--- config.mk ---
export PLATFORM = sky130hd
export DESIGN_NAME = sdram_port_arbiter
export DESIGN_NICKNAME = d
export VERILOG_FILES = /design/src/rtl/sdram_pkg.sv /design/src/rtl/rr_arbiter.sv /design/src/rtl/sdram_port_arbiter.sv
export SDC_FILE = /design/constraint.sdc
export NUM_CORES = 1
export LEC_CHECK = 0
export CAP_MARGIN = 10
export CORE_MARGIN = 4
export CORE_UTILIZATION = 39
export CTS_BUF_LIST = sky130_fd_sc_hd__clkbuf_4
export CTS_CLUSTER_SIZE = 14
export DETAILED_ROUTE_END_ITERATION = 10
export PLACE_DENSITY = 0.86
export SYNTH_ARGS = -nofsm -noshare
export SYNTH_HDL_FRONTEND = slang
export SYNTH_SLANG_ARGS = --single-unit
--- constraint.sdc ---
create_clock -name clk -period 1.7 [get_ports clk]
set_input_delay 0.34 -clock clk [delete_from_list [all_inputs] [get_ports clk]]
set_output_delay 0.34 -clock clk [all_outputs]
set_load 0.02 [all_outputs]
--- src/rtl/sdram_pkg.sv ---
// Shared types for the SDRAM client-port arbiter: FSM states and the client command payload.
package sdram_pkg;

    localparam int unsigned ADDR_W = 24;
    localparam int unsigned DATA_W = 16;

    typedef enum logic [1:0] {
        ST_IDLE = 2'd0,
        ST_REQ  = 2'd1,
        ST_ACK  = 2'd2
    } state_t;

    // One client command as latched toward the SDRAM controller (word address, 1-based bit numbering)
    typedef struct packed {
        logic [ADDR_W:1]   addr;
        logic [DATA_W-1:0] wdata;
        logic              wrl;
        logic              wrh;
    } cmd_t;

    // Index width for a port count; never zero so a 1-bit index exists even for tiny configs
    function automatic int unsigned idx_w(input int unsigned n);
        return (n > 1) ? $clog2(n) : 1;
    endfunction

endpackage

--- src/rtl/rr_arbiter.sv ---
// Combinational round-robin picker: first requester at or after last_gnt+1, wrapping.
module rr_arbiter
    import sdram_pkg::*;
#(
    parameter int unsigned N_PORTS = 2,
    parameter int unsigned IDX_W   = idx_w(N_PORTS)
) (
    input  logic [N_PORTS-1:0] req_i,
    input  logic [IDX_W-1:0]   last_gnt_i,
    output logic [N_PORTS-1:0] gnt_c,
    output logic [IDX_W-1:0]   gnt_idx_c
);

    logic             found;
    logic [IDX_W-1:0] cand;

    // Walk ports in priority order starting just after the previous winner
    always_comb begin
        gnt_c     = '0;
        gnt_idx_c = '0;
        found     = 1'b0;
        cand      = '0;
        for (int unsigned i = 1; i <= N_PORTS; i++) begin
            cand = IDX_W'((32'(last_gnt_i) + i) % N_PORTS);
            if (!found && req_i[cand]) begin
                found       = 1'b1;
                gnt_c[cand] = 1'b1;
                gnt_idx_c   = cand;
            end
        end
    end

endmodule

--- src/rtl/sdram_port_arbiter.sv ---
// Multiplexes N client ports onto one 16-bit SDRAM controller port, one transaction at a time.
module sdram_port_arbiter
    import sdram_pkg::*;
#(
    parameter int unsigned N_PORTS = 2
) (
    input  logic                            clk,
    input  logic                            rst,
    input  logic [N_PORTS-1:0][ADDR_W:1]    c_addr_i,
    input  logic [N_PORTS-1:0][DATA_W-1:0]  c_wdata_i,
    input  logic [N_PORTS-1:0]              c_wrl_i,
    input  logic [N_PORTS-1:0]              c_wrh_i,
    input  logic [N_PORTS-1:0]              c_req_i,
    output logic [N_PORTS-1:0]              c_ack_o,
    output logic [DATA_W-1:0]               c_rdata_o,
    output logic [ADDR_W:1]                 addr_o,
    output logic [DATA_W-1:0]               wdata_16o,
    output logic                            wrl_o,
    output logic                            wrh_o,
    output logic                            req_o,
    input  logic [DATA_W-1:0]               rdata_16i,
    input  logic                            ack_i,
    output logic                            busy_o
);

    localparam int unsigned IDX_W = idx_w(N_PORTS);

    state_t               state_q,    state_d;
    cmd_t                 cmd_q,      cmd_d;
    logic                 req_q,      req_d;
    logic [IDX_W-1:0]     gnt_q,      gnt_d;
    logic [IDX_W-1:0]     last_gnt_q, last_gnt_d;
    logic [N_PORTS-1:0]   c_ack_q,    c_ack_d;
    logic [DATA_W-1:0]    rdata_q,    rdata_d;
    logic                 busy_q,     busy_d;

    logic [N_PORTS-1:0]   arb_gnt_c;
    logic [IDX_W-1:0]     arb_idx_c;
    cmd_t                 sel_cmd_c;

    rr_arbiter #(
        .N_PORTS (N_PORTS),
        .IDX_W   (IDX_W)
    ) u_rr (
        .req_i      (c_req_i),
        .last_gnt_i (last_gnt_q),
        .gnt_c      (arb_gnt_c),
        .gnt_idx_c  (arb_idx_c)
    );

    // One-hot mux of the winning client's command fields
    always_comb begin
        sel_cmd_c = '0;
        for (int p = 0; p < int'(N_PORTS); p++) begin
            if (arb_gnt_c[p]) begin
                sel_cmd_c.addr  = sel_cmd_c.addr  | c_addr_i[p];
                sel_cmd_c.wdata = sel_cmd_c.wdata | c_wdata_i[p];
                sel_cmd_c.wrl   = sel_cmd_c.wrl   | c_wrl_i[p];
                sel_cmd_c.wrh   = sel_cmd_c.wrh   | c_wrh_i[p];
            end
        end
    end

    // Next-state and registered-output logic
    always_comb begin
        state_d    = state_q;
        cmd_d      = cmd_q;
        req_d      = req_q;
        gnt_d      = gnt_q;
        last_gnt_d = last_gnt_q;
        c_ack_d    = '0;
        rdata_d    = rdata_q;

        unique case (state_q)
            ST_IDLE: begin
                req_d = 1'b0;
                if (|c_req_i) begin
                    cmd_d   = sel_cmd_c;
                    gnt_d   = arb_idx_c;
                    req_d   = 1'b1;
                    state_d = ST_REQ;
                end
            end
            ST_REQ: begin
                if (ack_i) begin
                    rdata_d = rdata_16i;
                    req_d   = 1'b0;
                    c_ack_d = N_PORTS'(1) << gnt_q;
                    state_d = ST_ACK;
                end
            end
            ST_ACK: begin
                last_gnt_d = gnt_q;
                state_d    = ST_IDLE;
            end
            default: begin
                req_d   = 1'b0;
                state_d = ST_IDLE;
            end
        endcase

        busy_d = (state_d != ST_IDLE);
    end

    // State and output registers; reset aborts any transaction in flight
    always_ff @(posedge clk or negedge rst) begin
        if (!rst) begin
            state_q    <= ST_IDLE;
            cmd_q      <= '0;
            req_q      <= 1'b0;
            gnt_q      <= '0;
            last_gnt_q <= IDX_W'(N_PORTS - 1);
            c_ack_q    <= '0;
            rdata_q    <= '0;
            busy_q     <= 1'b0;
        end else begin
            state_q    <= state_d;
            cmd_q      <= cmd_d;
            req_q      <= req_d;
            gnt_q      <= gnt_d;
            last_gnt_q <= last_gnt_d;
            c_ack_q    <= c_ack_d;
            rdata_q    <= rdata_d;
            busy_q     <= busy_d;
        end
    end

    assign addr_o    = cmd_q.addr;
    assign wdata_16o = cmd_q.wdata;
    assign wrl_o     = cmd_q.wrl;
    assign wrh_o     = cmd_q.wrh;
    assign req_o     = req_q;
    assign c_ack_o   = c_ack_q;
    assign c_rdata_o = rdata_q;
    assign busy_o    = busy_q;

endmodule
==> results of run 1 <==
## placed cells by master, fill, tap and decap left out, drive strengths merged
cell type      instances
clkbuf                 9
dlygate4sd3            1
or2                    2
and2                   2
buf                   18
nor2                   4
dfstp                  1
dlygate4sd2           62
nor2b                  1
a32oi                 42
inv                    3
clkdlybuf4s50        103
dfrtp                 65
mux2                  18
clkinvlp               3
a21oi                 84
clkinv                 2
nand3b                 1
nor3b                  1
o21ai                  1
a21boi                 1
nand2b                 2
## timing repair
action / CTS / global route
endpoints found under the setup margin: 62 / 0
resized for setup: 62 / 0
hold buffers: 1 / 0
hold endpoints to repair: 65 / 0
## logic make-up (layout without fill, tap and decap cells)
logic type,count (synthesis),count (layout),synth area share (%)
simple gates,13,13,2.63
buf+inv,30,201,5.52
compound gates,128,128,27.7
mux,18,18,7.12
flops,66,66,57.0
## metal layers
metal  GRT usage [%]  vias up
met1            23.4     1312
met3            5.45       21
met2            35.8      114
met4            7.58        0
li1                -     1317
met5               0        -
## per-stage QoR
step | setup TNS [ns] | worst slack [ns]
after global placement | 0 | 0.0191
after detailed placement | -0.374 | -0.0533
after CTS | 0 | 0.182
after floorplan | 0 | 0.246
after global routing | 0 | 0.133
final | 0 | 0.214
## layout make-up
| cell class | count | share of cell area (%) |
|---|---|---|
| Timing Repair Buffer | 184 | 37.2 |
| Sequential cell | 66 | 34.6 |
| Multi-Input combinational cell | 159 | 23.0 |
| Tap cell | 99 | 2.59 |
| Clock buffer | 9 | 1.41 |
| Clock inverter | 7 | 1.12 |
| Inverter | 1 | 0.0785 |
## how the worst max path moves through the flow
stage	start	to	slack, ns	depth (start not counted)
4_1_cts	addr_o[14]	addr_o[14]	0.18	1
5_1_grt	addr_o[14]	addr_o[14]	0.13	1
3_5_place_dp	c_req_i[1]	addr_o[14]	-0.05	6
2_1_floorplan	c_req_i[0]	gnt_q	0.25	6
6_report	addr_o[14]	addr_o[14]	0.21	1
3_3_place_gp	c_req_i[1]	wdata_16o[3]	0.02	6
## synth_stat cells
master    number
a21oi_1       84
dfrtp_1       65
a32oi_1       42
clkbuf_1      21
mux2_2        17
buf_6          6
nor2_1         4
buf_2          2
nand2b_1       2
or2_1          2
a21boi_2       1
and2_1         1
and2_4         1
dfstp_2        1
inv_1          1
mux2_4         1
nand3b_1       1
nor2b_1        1
nor3b_1        1
o21ai_0        1
## power by group through the flow
stage | clock network [W] | registers [W] | logic [W]
after floorplan | 0 | 0.00372 | 0.00150
after global placement | 0 | 0.00282 | 0.00459
after detailed placement | 0 | 0.00285 | 0.00471
after CTS | 0.000937 | 0.00280 | 0.00418
after global routing | 0.000998 | 0.00290 | 0.00447
final | 0.000898 | 0.00280 | 0.00413
## sequential cells by signal, indices dropped and copies added (netlist names)
signal and cells:
gnt_q 1, state_q 2, wrl_o 1, last_gnt_q 1
req_o 1, busy_o 1, addr_o 24, wrh_o 1
c_ack_o 2, c_rdata_o 16, wdata_16o 16
==> flow_metrics.py, run 1 <==
metrics = {
    "logic_synthesis": {
        "synth_cells": 255,
        "synth_top_area_cell": "dfrtp_1",
        "synth_area_leaders": "dfrtp_1, a21oi_1, a32oi_1, mux2_2, clkbuf_1",
        "synthDistinctLibCells": 20,
        "synth_top_area_share_pct": 56.1,
        "syn_area_sq_mm": 0.00290,
        "yosysSeqAreaShare_pct": 57.0,
        "syn-num-nets": 360,
        "ys_ff_latch": 66,
        "yosys_warnings": 0,
        "postSynthAreaPerCell_sq_um": 11.4,
    },
    "power_and_ir_drop": {
        "intPower_w": 0.00445,
        "power.share.clock_pct": 11.5,
        "ir_drop_mv": 0.920,
        "power_switching_w": 0.00337,
        "power.leakage_nw": 1.98,
        "cellPowerDensity_mw_per_mm2": 1640,
        "p_seq_share_pct": 35.7,
        "combinationalPowerShare_pct": 52.8,
        "fin_total_pwr_w": 0.00782,
        "sw_frac_of_total_pct": 43.1,
    },
    "timing": {
        "worst_pin_slew_ns": 0.348,
        "clock.fmax_ghz": 0.673,
        "max_slew_margin_pct": 76.8,
        "hold_slack_ns": 0.481,
        "setup_viol": 0,
        "finalWorstPathRequiredPeriod_ns": 1.49,
        "grt_setup_unrepaired": "no",
        "hold_viol": 0,
        "slew_viol_final": 0,
        "fin_skew_ns": 0.0133,
        "post-route-period-util_pct": 87.4,
    },
    "die": {
        "rows": 31,
        "die_h_microns": 94.2,
        "start_util_pct": 40.0,
        "die_x_microns": 94.2,
        "io_pins": 167,
        "dieArea_sq_mm": 0.00888,
        "core_area_sq_mm": 0.00725,
    },
    "worst_setup_path": {
        "ff2ff_setup_slack_ns": 0.32,
        "critical_path.endpoint_type": "output pin",
        "critical-path-slowest-cell": "dfrtp_1",
        "crit_family": "flip-flops",
        "reg2reg_to": "addr_o[3]",
        "path_max_fanout": 2,
        "r2r-start": "last_gnt_q",
        "crit_chain": "dlygate4sd2_1",
        "cp.arrival_ns": 1.15,
        "r2r_cells": 4,
        "worstPathRequired_ns": 1.36,
        "slowest_delay_ns": 0.41,
        "path_class": "reg2out",
        "crit_buf_inv": 1,
        "critPathLaunchType": "flip-flop",
    },
    "clock_network": {
        "clk_latency_ns": 0.40,
        "clk_pin_slew_ns": 0.12,
        "post_cts_buffers": 0,
        "clockBufferDepth": 2,
        "htree_num_levels": 3,
        "clock-sinks": 66,
        "numCtsBuffers": 9,
        "clockRootBuffer": "clkbuf_4",
        "cts_tree": "built",
    },
    "routing": {
        "vias": 2764,
        "wirelength_microns": 9090,
        "drc_errors": 0,
        "drtIter0Drc": 86,
        "route.met2.wl_microns": 4680,
        "first_pass_iters": 4,
        "met3_length_microns": 772,
        "routedWlPerCell_microns": 17.3,
        "wl_met1_microns": 3430,
        "ant_nets": 0,
        "via_per_inst": 5.26,
        "routed.top_layer": "met4",
    },
    "placed_design": {
        "gp_congestion": 0.763,
        "place_area_sq_mm": 0.00473,
        "portBuffers": 166,
        "place_hpwl_microns": 6850,
        "dp.cells": 508,
    },
    "finish": {
        "final_area_sq_mm": 0.00478,
        "syn2layout_area_growth_pct": 64.9,
        "multi_input_area_sq_mm": 0.00110,
        "fin_nets": 526,
        "layout.area.seq_sq_mm": 0.00165,
        "postLayoutCoreUtil_pct": 65.9,
        "final_layout_size_suffix_gt1_share_pct": 13.1,
        "layout.cells.non_filler": 525,
        "fillers": 604,
        "antenna_cells": 0,
    },
    "run_status": {
        "status": "complete, no violations",
    },
    "global_routing": {
        "grt_overflow": 0,
        "grt_pass1_vias": 2924,
        "grt_pass1_wl_microns": 14200,
        "grtUsageTotal_pct": 20.3,
        "antenna_found_initial": 0,
        "grt_max_degree": 67,
    },
    "run": {
        "max_cap_viol_count": 0,
    },
    "worst_hold_path": {
        "hold_path.class": "in2async",
    },
}
(Power assumes the default switching activity.)
==> run 2: changes to the inputs <==
--- a/config.mk
+++ b/config.mk
@@ -7,11 +7,11 @@
 export LEC_CHECK = 0
 export CAP_MARGIN = 10
 export CORE_MARGIN = 4
-export CORE_UTILIZATION = 39
+export CORE_UTILIZATION = 42
 export CTS_BUF_LIST = sky130_fd_sc_hd__clkbuf_4
 export CTS_CLUSTER_SIZE = 14
 export DETAILED_ROUTE_END_ITERATION = 10
-export PLACE_DENSITY = 0.86
+export PLACE_DENSITY = 0.91
 export SYNTH_ARGS = -nofsm -noshare
 export SYNTH_HDL_FRONTEND = slang
 export SYNTH_SLANG_ARGS = --single-unit
==> constraint.sdc (replaced) <==
create_clock -name clk -period 1.8 [get_ports clk]
set_input_delay 0.36 -clock clk [delete_from_list [all_inputs] [get_ports clk]]
set_output_delay 0.36 -clock clk [all_outputs]
set_load 0.02 [all_outputs]
==> run 2 against run 1 <==
Effect of this change: critical endpoint is now wdata_16o[13]; wire length shrank 1.7%; non-clock buffer count did not move; clock skew is 0.0012 ns higher; combinational power rose by 6.1%; sequential share of layout area down 0.59 points; cell count shrank 3.6%; critical path type unchanged.
==> flow_metrics.py, run 2 (synthesized netlist as in run 1, its figures left out) <==
metrics = {
    "run_status": {
        "status": "complete, no violations",
    },
    "global_routing": {
        "grt_pass1_vias": 3022,
        "grt_max_degree": 43,
        "grt_overflow": 0,
        "grt_pass1_wl_microns": 14400,
        "antenna_found_initial": 0,
        "grtUsageTotal_pct": 21.6,
    },
    "worst_setup_path": {
        "cp.arrival_ns": 1.39,
        "critical-path-slowest-cell": "clkdlybuf4s50_1",
        "critical_path.endpoint_type": "output pin",
        "crit_buf_inv": 1,
        "crit_family": "buffers and inverters",
        "worstPathRequired_ns": 1.44,
        "crit_chain": "clkdlybuf4s50_1",
        "path_class": "reg2out",
        "critPathLaunchType": "flip-flop",
        "slowest_delay_ns": 0.62,
        "r2r_cells": 4,
        "r2r-start": "last_gnt_q",
        "path_max_fanout": 2,
        "reg2reg_to": "wdata_16o[12]",
        "ff2ff_setup_slack_ns": 0.40,
    },
    "timing": {
        "fin_skew_ns": 0.0145,
        "setup_viol": 0,
        "hold_slack_ns": 0.491,
        "finalWorstPathRequiredPeriod_ns": 1.75,
        "slew_viol_final": 0,
        "max_slew_margin_pct": 70.5,
        "worst_pin_slew_ns": 0.442,
        "hold_viol": 0,
        "tns_ns": 0,
        "grt_setup_unrepaired": "no",
        "post-route-period-util_pct": 97.2,
        "clock.fmax_ghz": 0.572,
    },
    "clock_network": {
        "clock-sinks": 66,
        "htree_num_levels": 3,
        "clockBufferDepth": 2,
        "clk_pin_slew_ns": 0.11,
        "clockRootBuffer": "clkbuf_4",
        "numCtsBuffers": 9,
        "cts_tree": "built",
        "clk_latency_ns": 0.39,
    },
    "finish": {
        "mostFrequentLayoutCells": "clkdlybuf4s50_1, a21oi_1, dfrtp_1, a32oi_1, mux2_2",
        "fillers": 476,
        "multi_input_area_sq_mm": 0.00110,
        "antenna_cells": 0,
        "final_layout_size_suffix_gt1_share_pct": 12.7,
        "largest_reg_flops": 24,
        "layout.cells.non_filler": 506,
        "syn2layout_area_growth_pct": 67.8,
        "layout_commonest_cell": "clkdlybuf4s50_1",
        "fin_nets": 526,
        "layout.area.seq_sq_mm": 0.00165,
    },
    "placed_design": {
        "gp_congestion": 0.755,
        "dp.cells": 489,
        "place_hpwl_microns": 6650,
        "portBuffers": 166,
    },
    "routing": {
        "via_per_inst": 5.60,
        "ant_nets": 0,
        "routedWlPerCell_microns": 17.6,
        "first_pass_iters": 4,
        "drtIter0Drc": 89,
        "vias": 2836,
        "drc_errors": 0,
        "wirelength_microns": 8930,
    },
    "die": {
        "start_util_pct": 42.9,
        "io_pins": 167,
        "die_h_microns": 91.1,
        "dieArea_sq_mm": 0.00830,
        "core_area_sq_mm": 0.00676,
        "die_x_microns": 91.1,
        "rows": 30,
    },
    "run": {
        "max_cap_viol_count": 0,
    },
    "power_and_ir_drop": {
        "p_seq_share_pct": 33.3,
        "combinationalPowerShare_pct": 54.9,
        "ir_drop_mv": 0.885,
        "cellPowerDensity_mw_per_mm2": 1640,
        "intPower_w": 0.00485,
        "power.share.clock_pct": 11.9,
        "sw_frac_of_total_pct": 39.3,
        "power_switching_w": 0.00314,
        "power.leakage_nw": 1.97,
    },
    "worst_hold_path": {
        "hold_path.class": "reg2reg",
        "hold_depth": 1,
        "hp-start": "gnt_q",
        "min_to": "c_ack_o[0]",
    },
}
run 2: metrics by stage:
stage          cell area, sq um  utilization (%)  setup slack [ns]  power (W)
2_1_floorplan              2900                -             0.326    0.00493
3_3_place_gp               4710             69.6            0.0424    0.00694
3_5_place_dp               4710             69.6          -0.00162    0.00709
4_1_cts                    4850             71.8           0.00861    0.00807
5_1_grt                    4870             72.0           0.00599    0.00848
6_report                   4870             72.0            0.0504    0.00799
run 2: power groups by stage:
| stage | logic, W | registers (W) | clock network, W |
|---|---|---|---|
| 6_report | 0.00438 | 0.00266 | 0.000949 |
| 2_1_floorplan | 0.00142 | 0.00351 | 0 |
| 3_3_place_gp | 0.00428 | 0.00265 | 0 |
| 3_5_place_dp | 0.00442 | 0.00268 | 0 |
| 4_1_cts | 0.00443 | 0.00266 | 0.000975 |
| 5_1_grt | 0.00466 | 0.00276 | 0.00106 |
run 2: layout make-up:
| type | instances | area share [%] |
|---|---|---|
| well taps | 80 | 2.06 |
| repair buffers | 184 | 38.5 |
| clock inverters | 4 | 0.874 |
| inverters | 1 | 0.0771 |
| multi-input cells | 159 | 22.7 |
| clock buffers | 12 | 1.85 |
| flip-flops and latches | 66 | 34.0 |
run 2: repair_timing:
| item | 4_1_cts | 5_1_grt |
|---|---|---|
| hold buffers | 1 | 0 |
| endpoints found under the hold margin | 29 | 0 |
| setup endpoints to repair | 0 | 7 |
| resized for setup | 0 | 7 |
| setup buffers | 0 | 0 |
run 2: worst max-delay path by stage:
| stage | cells after the start | start | end |
|---|---|---|---|
| 2_1_floorplan | 6 | c_req_i[0] | gnt_q |
| 3_3_place_gp | 6 | c_req_i[0] | wdata_16o[7] |
| 3_5_place_dp | 6 | c_req_i[0] | addr_o[8] |
| 4_1_cts | 1 | wdata_16o[12] | wdata_16o[12] |
| 5_1_grt | 1 | addr_o[10] | addr_o[10] |
| 6_report | 1 | wdata_16o[13] | wdata_16o[13] |
run 2: layer usage:
layer	GRT usage (%)	vias up	share of wire, %	routed length [microns]
li1	-	1315	-	-
met4	9.80	0	2.8	250
met3	6.46	26	8.3	737
met2	38.0	120	52	4680
met5	0	-	0	0
met1	23.9	1375	36	3250
==> run 3: changes to the inputs <==
--- a/config.mk
+++ b/config.mk
@@ -5,13 +5,14 @@
 export SDC_FILE = /design/constraint.sdc
 export NUM_CORES = 1
 export LEC_CHECK = 0
+export ABC_AREA = 1
 export CAP_MARGIN = 10
 export CORE_MARGIN = 4
-export CORE_UTILIZATION = 42
+export CORE_UTILIZATION = 45
 export CTS_BUF_LIST = sky130_fd_sc_hd__clkbuf_4
 export CTS_CLUSTER_SIZE = 14
 export DETAILED_ROUTE_END_ITERATION = 10
-export PLACE_DENSITY = 0.91
+export PLACE_DENSITY = 0.93
 export SYNTH_ARGS = -nofsm -noshare
 export SYNTH_HDL_FRONTEND = slang
 export SYNTH_SLANG_ARGS = --single-unit
==> run 3 against run 2 <==
Effect of this change: wire length is 15% higher; core utilization is 2.8 points higher; register-to-register slack better by 0.05 ns; via count is 26% higher; cell count is 44% higher; critical path type unchanged.
==> flow_metrics.py, run 3 <==
metrics = {
    "logic_synthesis": {
        "ys_top_cells_by_count": "nand2_1, nand3_1, dfrtp_1, inv_1, buf_2",
        "ys_async_sr_fraction_pct": 100,
        "synth_top_area_share_pct": 48.9,
        "yosys_warnings": 0,
        "postSynthAreaPerCell_sq_um": 7.19,
        "ys_ff_latch": 66,
        "synth_area_leaders": "dfrtp_1, nand2_1, nand3_1, inv_1, buf_2",
        "yosysSeqAreaShare_pct": 49.7,
        "synth_ff_type": "dfrtp_1",
        "yosysMostFrequentCell": "nand2_1",
        "synthDistinctLibCells": 16,
        "syn_area_sq_mm": 0.00332,
        "synth_top_area_cell": "dfrtp_1",
        "synth_cells": 462,
        "syn-num-nets": 567,
        "synth_edf_count": 0,
    },
    "power_and_ir_drop": {
        "intPower_w": 0.00493,
        "power.share.clock_pct": 13.3,
        "combinationalPowerShare_pct": 56.3,
        "sw_frac_of_total_pct": 43.0,
        "power.leakage_nw": 3.00,
        "ir_drop_mv": 0.952,
        "cellPowerDensity_mw_per_mm2": 1600,
        "p_seq_share_pct": 30.5,
        "power_switching_w": 0.00371,
    },
    "timing": {
        "slew_viol_final": 0,
        "max_slew_margin_pct": 67.1,
        "post-route-period-util_pct": 96.9,
        "clock.fmax_ghz": 0.573,
        "grt_setup_unrepaired": "no",
        "fin_skew_ns": 0.0152,
        "finalWorstPathRequiredPeriod_ns": 1.74,
        "hold_viol": 0,
        "setup_viol": 0,
        "worst_pin_slew_ns": 0.491,
        "tns_ns": 0,
    },
    "worst_setup_path": {
        "path_max_fanout": 2,
        "r2r_cells": 7,
        "crit_family": "buffers and inverters",
        "cp.arrival_ns": 1.38,
        "crit_chain": "clkdlybuf4s50_1",
        "critPathLaunchType": "flip-flop",
        "crit_buf_inv": 1,
        "slowest_delay_ns": 0.61,
        "critical_path.endpoint_type": "output pin",
        "critical-path-slowest-cell": "clkdlybuf4s50_1",
        "path_class": "reg2out",
        "cp_num_cells": 1,
        "worstPathRequired_ns": 1.44,
    },
    "placed_design": {
        "place_hpwl_microns": 7430,
        "portBuffers": 166,
        "gp_congestion": 0.830,
    },
    "global_routing": {
        "antenna_found_initial": 0,
        "grt_overflow": 0,
        "grt_max_degree": 49,
        "grtUsageTotal_pct": 23.0,
        "grt_pass1_wl_microns": 16100,
        "grt_pass1_vias": 3583,
    },
    "routing": {
        "vias": 3576,
        "via_per_inst": 4.91,
        "drc_errors": 0,
        "wirelength_microns": 10200,
        "first_pass_iters": 4,
        "ant_nets": 0,
        "drtIter0Drc": 139,
        "routedWlPerCell_microns": 14.0,
    },
    "finish": {
        "layout_commonest_cell": "nand2_1",
        "mostFrequentLayoutCells": "nand2_1, clkdlybuf4s50_1, nand3_1, dfrtp_1, inv_1",
        "final_layout_size_suffix_gt1_share_pct": 5.87,
        "multi_input_area_sq_mm": 0.00136,
        "fin_nets": 730,
        "fillers": 541,
        "largest_reg_flops": 24,
        "layout.area.seq_sq_mm": 0.00165,
        "antenna_cells": 0,
        "syn2layout_area_growth_pct": 62.5,
        "postLayoutCoreUtil_pct": 74.9,
    },
    "run": {
        "max_cap_viol_count": 0,
    },
    "worst_hold_path": {
        "hold_depth": 3,
        "hold_path.class": "in2reg",
    },
    "clock_network": {
        "clock-sinks": 66,
        "post_cts_buffers": 0,
        "clockRootBuffer": "clkbuf_4",
        "clockBufferDepth": 2,
        "numCtsBuffers": 9,
        "clk_latency_ns": 0.40,
        "clk_pin_slew_ns": 0.13,
        "cts_tree": "built",
        "htree_num_levels": 3,
    },
    "die": {
        "io_pins": 167,
        "die_h_microns": 93.9,
        "die_x_microns": 93.9,
        "start_util_pct": 46.1,
        "core_area_sq_mm": 0.00721,
        "rows": 31,
        "dieArea_sq_mm": 0.00882,
    },
    "run_status": {
        "status": "complete, no violations",
    },
}
## run 3: routing by layer
metal  vias to the layer above  track usage, %  wire length [microns]
met5                         -               0                      0
met4                         0            10.2                    250
met3                        23            4.17                    637
met2                       150            39.6                   5240
met1                      1659            28.1                   4100
li1                       1744               -                      -
## run 3: final timing paths
kind / start / to / slack [ns]
worst max register to register: last_gnt_q / addr_o[23] / 0.45
worst max-delay path: wdata_16o[9] / wdata_16o[9] / 0.06
worst min-delay path: c_req_i[0] / busy_o / 0.40
max in group asynchronous: rst / last_gnt_q / 0.89
min in group asynchronous: rst / wdata_16o[15] / 0.53
worst min register to register: gnt_q / c_ack_o[0] / 0.44
## run 3: layout make-up
| cell class | count | share of cell area (%) |
|---|---|---|
| Clock buffer | 9 | 1.25 |
| Clock inverter | 7 | 1.88 |
| Inverter | 47 | 3.27 |
| Multi-Input combinational cell | 321 | 25.2 |
| Sequential cell | 66 | 30.6 |
| Tap cell | 99 | 2.29 |
| Timing Repair Buffer | 180 | 35.5 |
## run 3: metrics by stage
stage	hold WS, ns	instances	cell area (sq um)	setup WS (ns)	total power, W
2_1_floorplan	0.0644	462	3320	0.572	0.00535
3_3_place_gp	0.412	712	5140	0.114	0.00746
3_5_place_dp	0.432	712	5140	0.0555	0.00763
4_1_cts	0.375	729	5320	0.00734	0.00881
5_1_grt	0.382	729	5400	0.000616	0.00932
6_report	0.402	729	5400	0.0550	0.00864
## run 3: power groups by stage
stage / clock (W) / combinational [W] / sequential, W
after floorplan: 0 / 0.00188 / 0.00347
after global placement: 0 / 0.00482 / 0.00263
after detailed placement: 0 / 0.00497 / 0.00266
after CTS: 0.00119 / 0.00498 / 0.00265
after global routing: 0.00124 / 0.00534 / 0.00273
final: 0.00115 / 0.00486 / 0.00263
## run 3: repair_timing
| item | CTS | global route |
|---|---|---|
| hold endpoints to repair | 40 | 0 |
| hold buffers | 1 | 0 |
| resized for setup | 1 | 34 |
| endpoints found under the setup margin | 1 | 34 |
## run 3: cells by family after synthesis
| logic type | synth area share, % |
|---|---|
| AO/OA/AOI/OAI | 1.36 |
| buffers and inverters | 9.79 |
| flip-flops | 49.7 |
| AND/OR/NAND/NOR | 39.1 |
